==> config.mk <==
export PLATFORM = sky130hd
export DESIGN_NAME = joy_event_queue
export DESIGN_NICKNAME = d
export VERILOG_FILES = /design/src/rtl/joy_event_pkg.sv /design/src/rtl/event_fifo.sv /design/src/rtl/joy_event_queue.sv
export SDC_FILE = /design/constraint.sdc
export NUM_CORES = 1
export LEC_CHECK = 0
export ABC_AREA = 0
export BUFFER_PORTS_ARGS = -buffer_cell sky130_fd_sc_hd__buf_4
export CAP_MARGIN = 0
export CELL_PAD_IN_SITES_DETAIL_PLACEMENT = 1
export CELL_PAD_IN_SITES_GLOBAL_PLACEMENT = 1
export CORE_ASPECT_RATIO = 0.9
export CORE_MARGIN = 4
export CORE_UTILIZATION = 53
export DETAILED_ROUTE_END_ITERATION = 12
export PLACE_DENSITY_LB_ADDON = 0.1
export SLEW_MARGIN = 20
export SYNTH_ARGS = -nofsm -noshare
export SYNTH_HDL_FRONTEND = slang
export SYNTH_SLANG_ARGS = --single-unit
==> constraint.sdc <==
create_clock -name clk_sys -period 10.65 [get_ports clk_sys]
set_input_delay 0 -clock clk_sys [delete_from_list [all_inputs] [get_ports clk_sys]]
set_output_delay 0 -clock clk_sys [all_outputs]
set_load 0.01 [all_outputs]
==> src/rtl/joy_event_pkg.sv <==
// ----------------------------------------------------------------------------
// joy_event_pkg
// Shared constants, types and helpers for the joystick event queue.
//   EVT_W            width of one queued event word
//   EVT_*_LSB/_W     field layout of an event word:
//                    [15] pressed, [14:12] player, [11:4] frame[7:0], [3:0] bit
//   MAX_SCAN_PLAYERS players that can ever be scanned (0..3)
//   PLAYER_WORD_W    width of one player word on the joystick bus
//   scan_state_e     scan sequencer states (IDLE, SCAN)
//   make_event()     packs the event fields into one event word
// ----------------------------------------------------------------------------
package joy_event_pkg;

    localparam int EVT_W            = 16;
    localparam int EVT_PRESSED_BIT  = 15;
    localparam int EVT_PLAYER_LSB   = 12;
    localparam int EVT_PLAYER_W     = 3;
    localparam int EVT_FRAME_LSB    = 4;
    localparam int EVT_FRAME_W      = 8;
    localparam int EVT_BIT_LSB      = 0;
    localparam int EVT_BIT_W        = 4;

    localparam int MAX_SCAN_PLAYERS = 4;
    localparam int PLAYER_WORD_W    = 32;

    typedef enum logic {
        IDLE = 1'b0,
        SCAN = 1'b1
    } scan_state_e;

    function automatic logic [EVT_W-1:0] make_event(
        input logic                    pressed,
        input logic [EVT_PLAYER_W-1:0] player,
        input logic [EVT_FRAME_W-1:0]  frame,
        input logic [EVT_BIT_W-1:0]    bit_idx
    );
        logic [EVT_W-1:0] evt;
        evt                                   = '0;
        evt[EVT_PRESSED_BIT]                  = pressed;
        evt[EVT_PLAYER_LSB +: EVT_PLAYER_W]   = player;
        evt[EVT_FRAME_LSB  +: EVT_FRAME_W]    = frame;
        evt[EVT_BIT_LSB    +: EVT_BIT_W]      = bit_idx;
        return evt;
    endfunction

endpackage

==> src/rtl/event_fifo.sv <==
// ----------------------------------------------------------------------------
// event_fifo
// Synchronous first-word-fall-through FIFO holding joystick events.
// The head entry is visible on head_data whenever empty is low; pop removes
// it in the same cycle. A push while full is accepted only when a pop frees
// a slot in that same cycle. When empty, head_data holds the last popped
// word (zero after reset).
// Ports:
//   clk_sys    clock, rising edge
//   reset      asynchronous active-high reset
//   push       write push_data (ignored when full and not popping)
//   push_data  word to write
//   pop        remove head entry (ignored when empty)
//   head_data  current head entry / last popped word when empty
//   empty      no entries stored
//   full       DEPTH entries stored
// ----------------------------------------------------------------------------
module event_fifo #(
    parameter int DEPTH = 16,
    parameter int WIDTH = 16
) (
    input  logic             clk_sys,
    input  logic             reset,
    input  logic             push,
    input  logic [WIDTH-1:0] push_data,
    input  logic             pop,
    output logic [WIDTH-1:0] head_data,
    output logic             empty,
    output logic             full
);

    localparam int           AW        = $clog2(DEPTH);
    localparam logic [AW:0]  DEPTH_CNT = (AW+1)'(DEPTH);

    logic [WIDTH-1:0] mem [DEPTH];

    logic [AW-1:0]    wr_ptr_q, wr_ptr_d;
    logic [AW-1:0]    rd_ptr_q, rd_ptr_d;
    logic [AW:0]      count_q,  count_d;
    logic [WIDTH-1:0] hold_q,   hold_d;

    logic pop_ok;
    logic push_ok;

    assign empty   = (count_q == '0);
    assign full    = (count_q == DEPTH_CNT);
    assign pop_ok  = pop && !empty;
    // A pop in the same cycle frees the slot, so push-while-full is legal then.
    assign push_ok = push && (!full || pop_ok);

    assign head_data = empty ? hold_q : mem[rd_ptr_q];

    // NOTE: every signal gets a default at the top of an always_comb so no
    // path leaves it unassigned, which would otherwise infer a latch.
    always_comb begin
        wr_ptr_d = wr_ptr_q;
        rd_ptr_d = rd_ptr_q;
        count_d  = count_q;
        hold_d   = hold_q;
        if (push_ok) begin
            wr_ptr_d = wr_ptr_q + AW'(1);
        end
        if (pop_ok) begin
            rd_ptr_d = rd_ptr_q + AW'(1);
            hold_d   = mem[rd_ptr_q];
        end
        case ({push_ok, pop_ok})
            2'b10:   count_d = count_q + (AW+1)'(1);
            2'b01:   count_d = count_q - (AW+1)'(1);
            default: count_d = count_q;
        endcase
    end

    // NOTE: sequential state is written with non-blocking assignments so all
    // flops update together from values sampled before the clock edge.
    always_ff @(posedge clk_sys or posedge reset) begin
        if (reset) begin
            wr_ptr_q <= '0;
            rd_ptr_q <= '0;
            count_q  <= '0;
            hold_q   <= '0;
        end else begin
            wr_ptr_q <= wr_ptr_d;
            rd_ptr_q <= rd_ptr_d;
            count_q  <= count_d;
            hold_q   <= hold_d;
        end
    end

    // NOTE: the storage array is deliberately not reset; entries are only
    // visible once written, and a reset-free array maps onto plain RAM.
    always_ff @(posedge clk_sys) begin
        if (push_ok) begin
            mem[wr_ptr_q] <= push_data;
        end
    end

endmodule

==> src/rtl/joy_event_queue.sv <==
// ----------------------------------------------------------------------------
// joy_event_queue
// On each rising edge of vblank (while idle) the joystick state of players
// 0-3 is snapshotted and the frame counter advances. A scan then visits one
// (player, bit) per cycle, player-major, bit 0 first, over 2 or 4 players
// (chosen by player_count at snapshot time). Every bit that differs from its
// stored previous value produces a press/release event in an FWFT FIFO.
// Optional build macro JOY_EVENT_DEBOUNCE_EN: a bit must differ on two
// consecutive scans before its event is produced.
// Ports:
//   clk_sys       clock, rising edge
//   reset         asynchronous active-high reset
//   joystick      six 32-bit player words, player 0 in [31:0]
//   player_count  0 = scan players 0-1, 1 = scan players 0-3
//   vblank        vertical blank; rising edge starts a scan
//   rd            pop head event
//   clr_overflow  clear sticky overflow
//   event_data    head event {pressed, player[2:0], frame[7:0], bit[3:0]}
//   event_valid   FIFO non-empty
//   overflow      sticky: an event was dropped on a full FIFO
//   busy          scan in progress
// ----------------------------------------------------------------------------
module joy_event_queue
    import joy_event_pkg::*;
#(
    parameter int FIFO_DEPTH      = 16,
    parameter int BITS_PER_PLAYER = 16
) (
    input  logic             clk_sys,
    input  logic             reset,
    input  logic [191:0]     joystick,
    input  logic             player_count,
    input  logic             vblank,
    input  logic             rd,
    input  logic             clr_overflow,
    output logic [EVT_W-1:0] event_data,
    output logic             event_valid,
    output logic             overflow,
    output logic             busy
);

    localparam int SCAN_BITS = MAX_SCAN_PLAYERS * BITS_PER_PLAYER;
    localparam int IDX_W     = $clog2(SCAN_BITS);
    localparam int BIT_W     = (BITS_PER_PLAYER > 1) ? $clog2(BITS_PER_PLAYER) : 1;
    localparam logic [BIT_W-1:0] LAST_BIT = BIT_W'(BITS_PER_PLAYER - 1);

    scan_state_e          state_q,    state_d;
    logic                 vblank_q;
    logic [7:0]           frame_q,    frame_d;
    logic [SCAN_BITS-1:0] snap_q,     snap_d;
    logic [SCAN_BITS-1:0] prev_q,     prev_d;
    logic                 four_q,     four_d;
    logic [1:0]           player_q,   player_d;
    logic [BIT_W-1:0]     bit_q,      bit_d;
    logic                 busy_q,     busy_d;
    logic                 overflow_q, overflow_d;
`ifdef JOY_EVENT_DEBOUNCE_EN
    logic [SCAN_BITS-1:0] pend_q,     pend_d;
`endif

    logic             vblank_rise;
    logic [IDX_W-1:0] scan_idx;
    logic             cur_bit;
    logic             prev_bit;
    logic [1:0]       last_player;
    logic             push_req;
    logic [EVT_W-1:0] push_evt;
    logic             fifo_full;
    logic             fifo_empty;
    logic             drop;

    // Players 4-5 and bits at or above BITS_PER_PLAYER are intentionally
    // ignored; folding the bus here keeps those bits from looking forgotten.
    logic unused_joystick;
    assign unused_joystick = ^joystick;

    assign vblank_rise = vblank && !vblank_q;
    assign scan_idx    = IDX_W'(32'(player_q) * BITS_PER_PLAYER) + IDX_W'(bit_q);
    assign cur_bit     = snap_q[scan_idx];
    assign prev_bit    = prev_q[scan_idx];
    assign last_player = four_q ? 2'd3 : 2'd1;
    // frame_q already holds this scan's number once SCAN is entered.
    assign push_evt    = make_event(cur_bit, {1'b0, player_q}, frame_q, EVT_BIT_W'(bit_q));
    // A drop happens only when full with no pop to make room.
    assign drop        = push_req && fifo_full && !rd;

    always_comb begin
        state_d    = state_q;
        frame_d    = frame_q;
        snap_d     = snap_q;
        prev_d     = prev_q;
        four_d     = four_q;
        player_d   = player_q;
        bit_d      = bit_q;
        busy_d     = busy_q;
        push_req   = 1'b0;
`ifdef JOY_EVENT_DEBOUNCE_EN
        pend_d     = pend_q;
`endif

        case (state_q)
            IDLE: begin
                if (vblank_rise) begin
                    for (int p = 0; p < MAX_SCAN_PLAYERS; p++) begin
                        snap_d[p*BITS_PER_PLAYER +: BITS_PER_PLAYER] =
                            joystick[p*PLAYER_WORD_W +: BITS_PER_PLAYER];
                    end
                    four_d   = player_count;
                    frame_d  = frame_q + 8'd1;
                    player_d = '0;
                    bit_d    = '0;
                    state_d  = SCAN;
                    busy_d   = 1'b1;
                end
            end

            SCAN: begin
`ifdef JOY_EVENT_DEBOUNCE_EN
                // First differing scan only arms the pending bit; a second
                // consecutive differing scan commits the event.
                if (cur_bit != prev_bit) begin
                    if (pend_q[scan_idx]) begin
                        push_req         = 1'b1;
                        prev_d[scan_idx] = cur_bit;
                        pend_d[scan_idx] = 1'b0;
                    end else begin
                        pend_d[scan_idx] = 1'b1;
                    end
                end else begin
                    pend_d[scan_idx] = 1'b0;
                end
`else
                if (cur_bit != prev_bit) begin
                    push_req         = 1'b1;
                    // Updated even when the FIFO drops the event.
                    prev_d[scan_idx] = cur_bit;
                end
`endif
                if (bit_q == LAST_BIT) begin
                    bit_d = '0;
                    if (player_q == last_player) begin
                        state_d = IDLE;
                        busy_d  = 1'b0;
                    end else begin
                        player_d = player_q + 2'd1;
                    end
                end else begin
                    bit_d = bit_q + BIT_W'(1);
                end
            end

            default: begin
                state_d = IDLE;
                busy_d  = 1'b0;
            end
        endcase

        // A drop in the same cycle as a clear keeps overflow set.
        if (drop) begin
            overflow_d = 1'b1;
        end else if (clr_overflow) begin
            overflow_d = 1'b0;
        end else begin
            overflow_d = overflow_q;
        end
    end

    always_ff @(posedge clk_sys or posedge reset) begin
        if (reset) begin
            state_q    <= IDLE;
            vblank_q   <= 1'b0;
            frame_q    <= '0;
            snap_q     <= '0;
            prev_q     <= '0;
            four_q     <= 1'b0;
            player_q   <= '0;
            bit_q      <= '0;
            busy_q     <= 1'b0;
            overflow_q <= 1'b0;
`ifdef JOY_EVENT_DEBOUNCE_EN
            pend_q     <= '0;
`endif
        end else begin
            state_q    <= state_d;
            vblank_q   <= vblank;
            frame_q    <= frame_d;
            snap_q     <= snap_d;
            prev_q     <= prev_d;
            four_q     <= four_d;
            player_q   <= player_d;
            bit_q      <= bit_d;
            busy_q     <= busy_d;
            overflow_q <= overflow_d;
`ifdef JOY_EVENT_DEBOUNCE_EN
            pend_q     <= pend_d;
`endif
        end
    end

    event_fifo #(
        .DEPTH (FIFO_DEPTH),
        .WIDTH (EVT_W)
    ) u_fifo (
        .clk_sys   (clk_sys),
        .reset     (reset),
        .push      (push_req),
        .push_data (push_evt),
        .pop       (rd),
        .head_data (event_data),
        .empty     (fifo_empty),
        .full      (fifo_full)
    );

    assign event_valid = !fifo_empty;
    assign overflow    = overflow_q;
    assign busy        = busy_q;

endmodule

---- Word-level counts from Yosys, hierarchy flattened ----
Memories as Yosys holds them, arrays and structs flattened.
Cells that the tools add are included.
storage, ports and cells
  memory bits (writable) .................. 240
  output and inout bits ................... 19
  logic and storage cells ................. 85
  bits in latches ......................... 0
  register bits ........................... 176
  memory bits (read-only) ................. 0
  bits of input ports ..................... 198
  memories ................................ 1
operators by class
  $add $sub $neg .......................... 8
  eq/ne operators ......................... 10
  order comparisons ....................... 2
  shift operators ......................... 0
  reduce and logical (&&, ||, !) cells .... 18
  multipliers ............................. 0
  multiplexer cells ....................... 31
  bitwise logic cells ..................... 1
  divide/modulo/power cells ............... 0
memory list
  memory      words  bits a word  rd ports  clocked after memory_dff  write ports  line              RTL
  u_fifo.mem  16     15           1         0                         1            event_fifo.sv:35  logic [WIDTH-1:0] mem [DEPTH];
operators by type and width
  cell                                                                     number
  64-bit bitwise mux                                                       1
  16-bit two-way mux                                                       1
  1-bit two-way mux                                                        15
  4-bit by 1-bit adder with 4-bit output, second input constant            3
  1-bit binary-select mux with 6-bit select                                2
  5-bit case mux with 2 select lines                                       1
  8-bit by 1-bit adder with 8-bit output, second input constant            1
  2-bit two-way mux                                                        4
  4-bit two-way mux                                                        2
  4-bit case mux with 2 select lines                                       1
  6-bit by 7-bit < comparator with 1-bit output, second input constant     1
  6-bit by 4-bit adder with 6-bit output                                   1
  1-bit demux with 6-bit select                                            1
  6-bit by 1-bit >= comparator with 1-bit output, second input constant    1
  1-bit logical AND                                                        6
  3-bit AND reduction                                                      2
  5-bit by 1-bit adder with 5-bit output, second input constant            1
  5-bit equality test, second input constant                               1
  5-bit logical NOT                                                        1
  5-bit by 1-bit subtractor with 5-bit output, second input constant       1
  4-bit equality test, second input constant                               1
  1-bit logical NOT                                                        4
  2-bit by 1-bit inequality test with 1-bit output, second input constant  2
  2-bit inequality test, second input constant                             2
  other kinds (11)                                                         14

---- Longest topological paths before layout ----
  depth after elaboration ................. 9
  gate-level depth with buffers ........... 16
  depth with buffers taken out ............ 13

---- By module ----
From an unflattened synthesis, not the netlist that was laid out.
unflattened totals
  cell total of the unflattened synthesis .. 1,365
  area, all modules ....................... 19,346.1 um^2
modules (own cells, without submodules)
  module           sequential area each (um^2)  cells each  area an instance (um^2)  instances
  event_fifo       8,413.1                      595         11,446.0                 1
  joy_event_queue  3,678.5                      770         7,900.1                  1

---- Worst setup path after synthesis ----
OpenSTA, ideal clock, no wires.
  path kind ............................... register to register
  start ................................... register bit_q[1]
  end ..................................... memory u_fifo.mem[11][0] (netlist bit), enable pin
  cell stages (with the launch flop) ...... 13
  setup slack ............................. 6,807 ps
  period minus slack after synthesis ...... 3,843 ps
  arrival time ............................ 3,470 ps
  buffers on the path ..................... 3
  cell sequence ........................... dfrtp_1 > buf_6 > buf_2 > mux2_1 > a221oi_1 > o221ai_1 > a22o_1 > a211oi_4 > xnor2_1 > buf_2 > nand3_2 > nor3_1 > and2_1
between the ends
  longest elaborated chain between the ends .. 9
  elaborated cells between the ends (all ways) .. 11
RTL lines
  what                                                          line                                          RTL
  from (decl)                                                   joy_event_queue.sv:54                         logic [BIT_W-1:0] bit_q, bit_d;
  from (signal assigned)                                        joy_event_queue.sv:191                        bit_q <= bit_d;
  6-bit by 4-bit adder with 6-bit output (*)                    joy_event_queue.sv:78                         assign scan_idx = IDX_W'(32'(player_q) * BITS_PER_PLAYER) + IDX_W'(bit_q);
  1-bit binary-select mux with 6-bit select (on tied branches)  joy_event_queue.sv:79, joy_event_queue.sv:80
  1-bit two-way mux (on tied branches)                          joy_event_queue.sv:79, joy_event_queue.sv:80
  1-bit inequality test (*)                                     joy_event_queue.sv:133                        if (cur_bit != prev_bit) begin
  1-bit two-way mux (*)                                         joy_event_queue.sv:133
  1-bit two-way mux (*)                                         joy_event_queue.sv:101                        case (state_q)
  1-bit logical AND (*)                                         event_fifo.sv:49                              assign push_ok = push && (!full || pop_ok);
  1-bit two-way mux (*)                                         event_fifo.sv:93                              if (push_ok) begin
  1-bit two-way mux (not written as such) (*)                   event_fifo.sv:94                              mem[wr_ptr_q] <= push_data;
  to (decl)                                                     event_fifo.sv:35
Every way passes the cells marked *; elsewhere a longest branch is shown, timed or not. The select of a mux whose other input is x is not followed.

---- Final worst setup path ----
  start ................................... register bit_q[1]
  end ..................................... register prev_q[39]
between the ends
  longest elaborated chain between the ends .. 6
  elaborated cells between the ends (all ways) .. 13
RTL lines
  what                                                                                                                                          line                    RTL
  6-bit by 4-bit adder with 6-bit output (*)                                                                                                    joy_event_queue.sv:78
  6-bit by 7-bit < comparator with 1-bit output (not written as such) / 6-bit by 1-bit >= comparator with 1-bit output (equally long branches)  joy_event_queue.sv:136  prev_d[scan_idx] = cur_bit;
  1-bit logical AND (not written as such)                                                                                                       joy_event_queue.sv:136
  1-bit two-way mux (not written as such)                                                                                                       joy_event_queue.sv:136
  1-bit demux with 6-bit select                                                                                                                 joy_event_queue.sv:136
  64-bit bitwise mux                                                                                                                            joy_event_queue.sv:136
  to (signal assigned)                                                                                                                          joy_event_queue.sv:188  prev_q <= prev_d;
  to (decl)                                                                                                                                     joy_event_queue.sv:51   logic [SCAN_BITS-1:0] prev_q, prev_d;
Marks and branches as above.
A chain may end at the register's enable or synchronous reset.

==> run metrics <==
Max Cap Viol=0; clk buf depth=3; post-synthesis mux area share=0.215; Overall Power=6.46 mW; synth warn=0; nature of the critical path endpoint=flop; die width=201 um; WL/cell=26.5 um; 1st-iter DRT viols=802; pin count of the biggest net entering global routing=115; routability congestion estimate=0.759; most common cell type on the critical path=buf_4; highest clock rate=186 MHz; pwr dens=309 nW/um2; drt pass-1 iters=7; R2R Setup Slk=5.27 ns; final hold violation count=0; via count=10,200; core footprint=33,000 um2; flops & latches, synth=415; cell taking the most area after synthesis=edfxtp_1; # H-tree levels=2; Area Overhead vs Synth=17.8%; layout cells sized above 1=0.338; Leakage Power=8.10 nW; Synth top area share=0.406; Post-Route WL=44.8 mm; first-pass GRT wire length=69.8 mm; top_reg_cell synth=edfxtp_1; clk slew on worst S/H paths=0.06 ns; Hold Path Origin=rd; Layout Utilization=0.634; worst IR drop on VDD=0.224 mV; gr usage total=0.249; commonest non-fill, non-tap cell in the layout=edfxtp_1; Critical Path Stages=11; final net count=1,441; setup TNS=0 ns; Post-route DRC=0; I/O Pins=217; RSZ-0062 raised after global routing=no; post-synthesis xor/xnor area fraction=0.0108; Num CTS Buffers=43; Final Max Slew Viols=0; Cell variety after synth=61; Port Buffers=87; cell count after synthesis=1,082; Hold Path Depth=4; CP max-delay cell=nor2b_1; die area=36,500 um2; Post-Syn Area=17,800 um2; outcome=finished clean; compound-cell area share of the yosys netlist=0.0365; Clock Latency Late Sink=0.55 ns; effective utilization at floorplan=0.538; Worst R2R End=prev_q[39]; sequential share of the synthesized area=0.652; crit path max fanout=81; slew margin rel.=0.255; row count=63; crit start category=flop; post-synthesis async set-or-reset flop share=0.422; Syn Area/Cell=16.4 um2; Num Clock Sinks=415; Placed Cells=1,538; Post-Synth Adder-Cell Area=0.00915; met2 wire length=21.5 mm; grt total ovfl=0; vias in the first global route=11,100; final antenna diode count=0; WL met1=20.2 mm; initial antenna violation count=1; Post-synth EDFFs=240; root buf cell=clkbuf_16; non-filler instance count after layout=1,687; DP HPWL=25.9 mm; worst hold margin=0.132 ns; R2R depth=11; crit-path leading delay family=simple AND/OR/NAND/NOR gates; Layout Skew=0.0187 ns; worst path bufs/invs=2; endpoints failing setup=0; worst-margin pin slew=1.12 ns; crit path DAT=5.80 ns; largest family of logic cells by synthesized area=multiplexers; Worst Hold End=u_fifo.wr_ptr_q[2]; max incr delay on CP=0.85 ns; Area contributors post-synth=edfxtp_1 41%, dfrtp_1 25%, mux4_2 10%, mux2_2 9.8%, nand2_1 1.5%; WP data required=11.07 ns; critical setup path kind=flop to flop; Post-Synth Simple-Gate Area=0.0579; post-route antenna net violation count=0; Die Span Y=182 um; Hold Crit Class=input pin to flop; met3 WL=2.39 mm; Critical Path, Cell by Cell=buf_4, nor2b_1, a221oi_1, o21ai_0, a31o_2, a2bb2oi_4, buf_4, xor2_2, nor3_2, nand3_1, mux2_1; vias per inst=6.07; DR top layer=met4; FF-to-FF Start=bit_q[1]; Synthesized Nets=1,293; fin crit period=5.38 ns; Final period util=0.505; CTS tree=yes; most frequent cells in the layout=240 x edfxtp_1, 170 x dfrtp_1, 154 x mux2_2, 97 x buf_4, 81 x mux4_2
what timing repair did:
item,in CTS,in global routing
hold buffers,69,0
hold endpoints to repair,185,0
resized for setup,0,0
setup endpoints to repair,0,0
buffers inserted,0,0
worst register-to-register path: cells and delay by family (launching register included):
kind	cells	cell delay [ns]
simple gates	3	1.66
buf+inv	2	1.28
compound gates	4	0.93
flops	1	0.75
mux	1	0.36
xor+xnor	1	0.27
layer usage:
layer  vias up  global-route usage
met3        53              0.0411
met1      5426               0.370
met2       299               0.400
met4         0              0.0504
li1       4464                   -
met5         -                   0
where the power goes:
group | leakage [nW] | switching [mW] | total, mW | internal, mW
registers | 4.41 | 0.272 | 2.50 | 2.23
logic | 2.97 | 1.41 | 2.43 | 1.02
clock network | 0.714 | 0.619 | 1.53 | 0.910
total | 8.10 | 2.30 | 6.46 | 4.16
stage by stage:
step                setup slack, ns  instance area, um2
floorplan                      5.90               17800
finish                         5.27               20900
CTS                            5.35               20900
global route                   4.95               20900
detailed placement             5.37               18800
global placement               5.49               18800
area by class of cell:
class                           instances  area [um2]
Clock buffer                           57        1230
Timing Repair Buffer                  166        1420
Tap cell                              422         528
Sequential cell                       415       11600
Inverter                               16        67.6
Clock inverter                         23         225
Multi-Input combinational cell        588        5880
Fill cell                            2916       12100
flip-flops by register name, indices dropped and copies added (netlist names), 2 cells and up:
| name | flops |
|---|---|
| bit_q | 4 |
| frame_q | 8 |
| player_q | 2 |
| prev_q | 64 |
| snap_q | 64 |
| u_fifo.count_q | 5 |
| u_fifo.hold_q | 15 |
| u_fifo.mem | 240 |
| u_fifo.rd_ptr_q | 4 |
| u_fifo.wr_ptr_q | 4 |
worst max path at each step:
stage / from / end / slack, ns
detailed placement: bit_q[1] / u_fifo.mem[14][11] / 5.37
CTS: bit_q[1] / u_fifo.mem[2][14] / 5.35
global route: bit_q[1] / prev_q[39] / 4.95
floorplan: reset / bit_q[0] / 5.90
finish: bit_q[1] / prev_q[39] / 5.27
global placement: bit_q[1] / prev_q[47] / 5.49
synth_stat cells, drive strengths merged (16+ instances only):
| cell | number |
|---|---|
| edfxtp | 240 |
| dfrtp | 175 |
| mux2 | 163 |
| mux4 | 81 |
| nand2 | 69 |
| nor2 | 62 |
| clkbuf | 41 |
| buf | 22 |
| and2 | 19 |
| a221oi | 18 |
| xnor2 | 17 |
| inv | 16 |
| mux2i | 16 |
logic make-up (layout without fill, tap and decap cells):
logic type | after synthesis | after routing
fa+ha+maj | 13 | 13
flops | 415 | 415
simple gates | 211 | 211
mux | 260 | 260
other cells | 1 | 1
buf+inv | 79 | 262
xor+xnor | 21 | 21
compound gates | 82 | 82
Note: power is estimated with default switching activity, not from simulation.
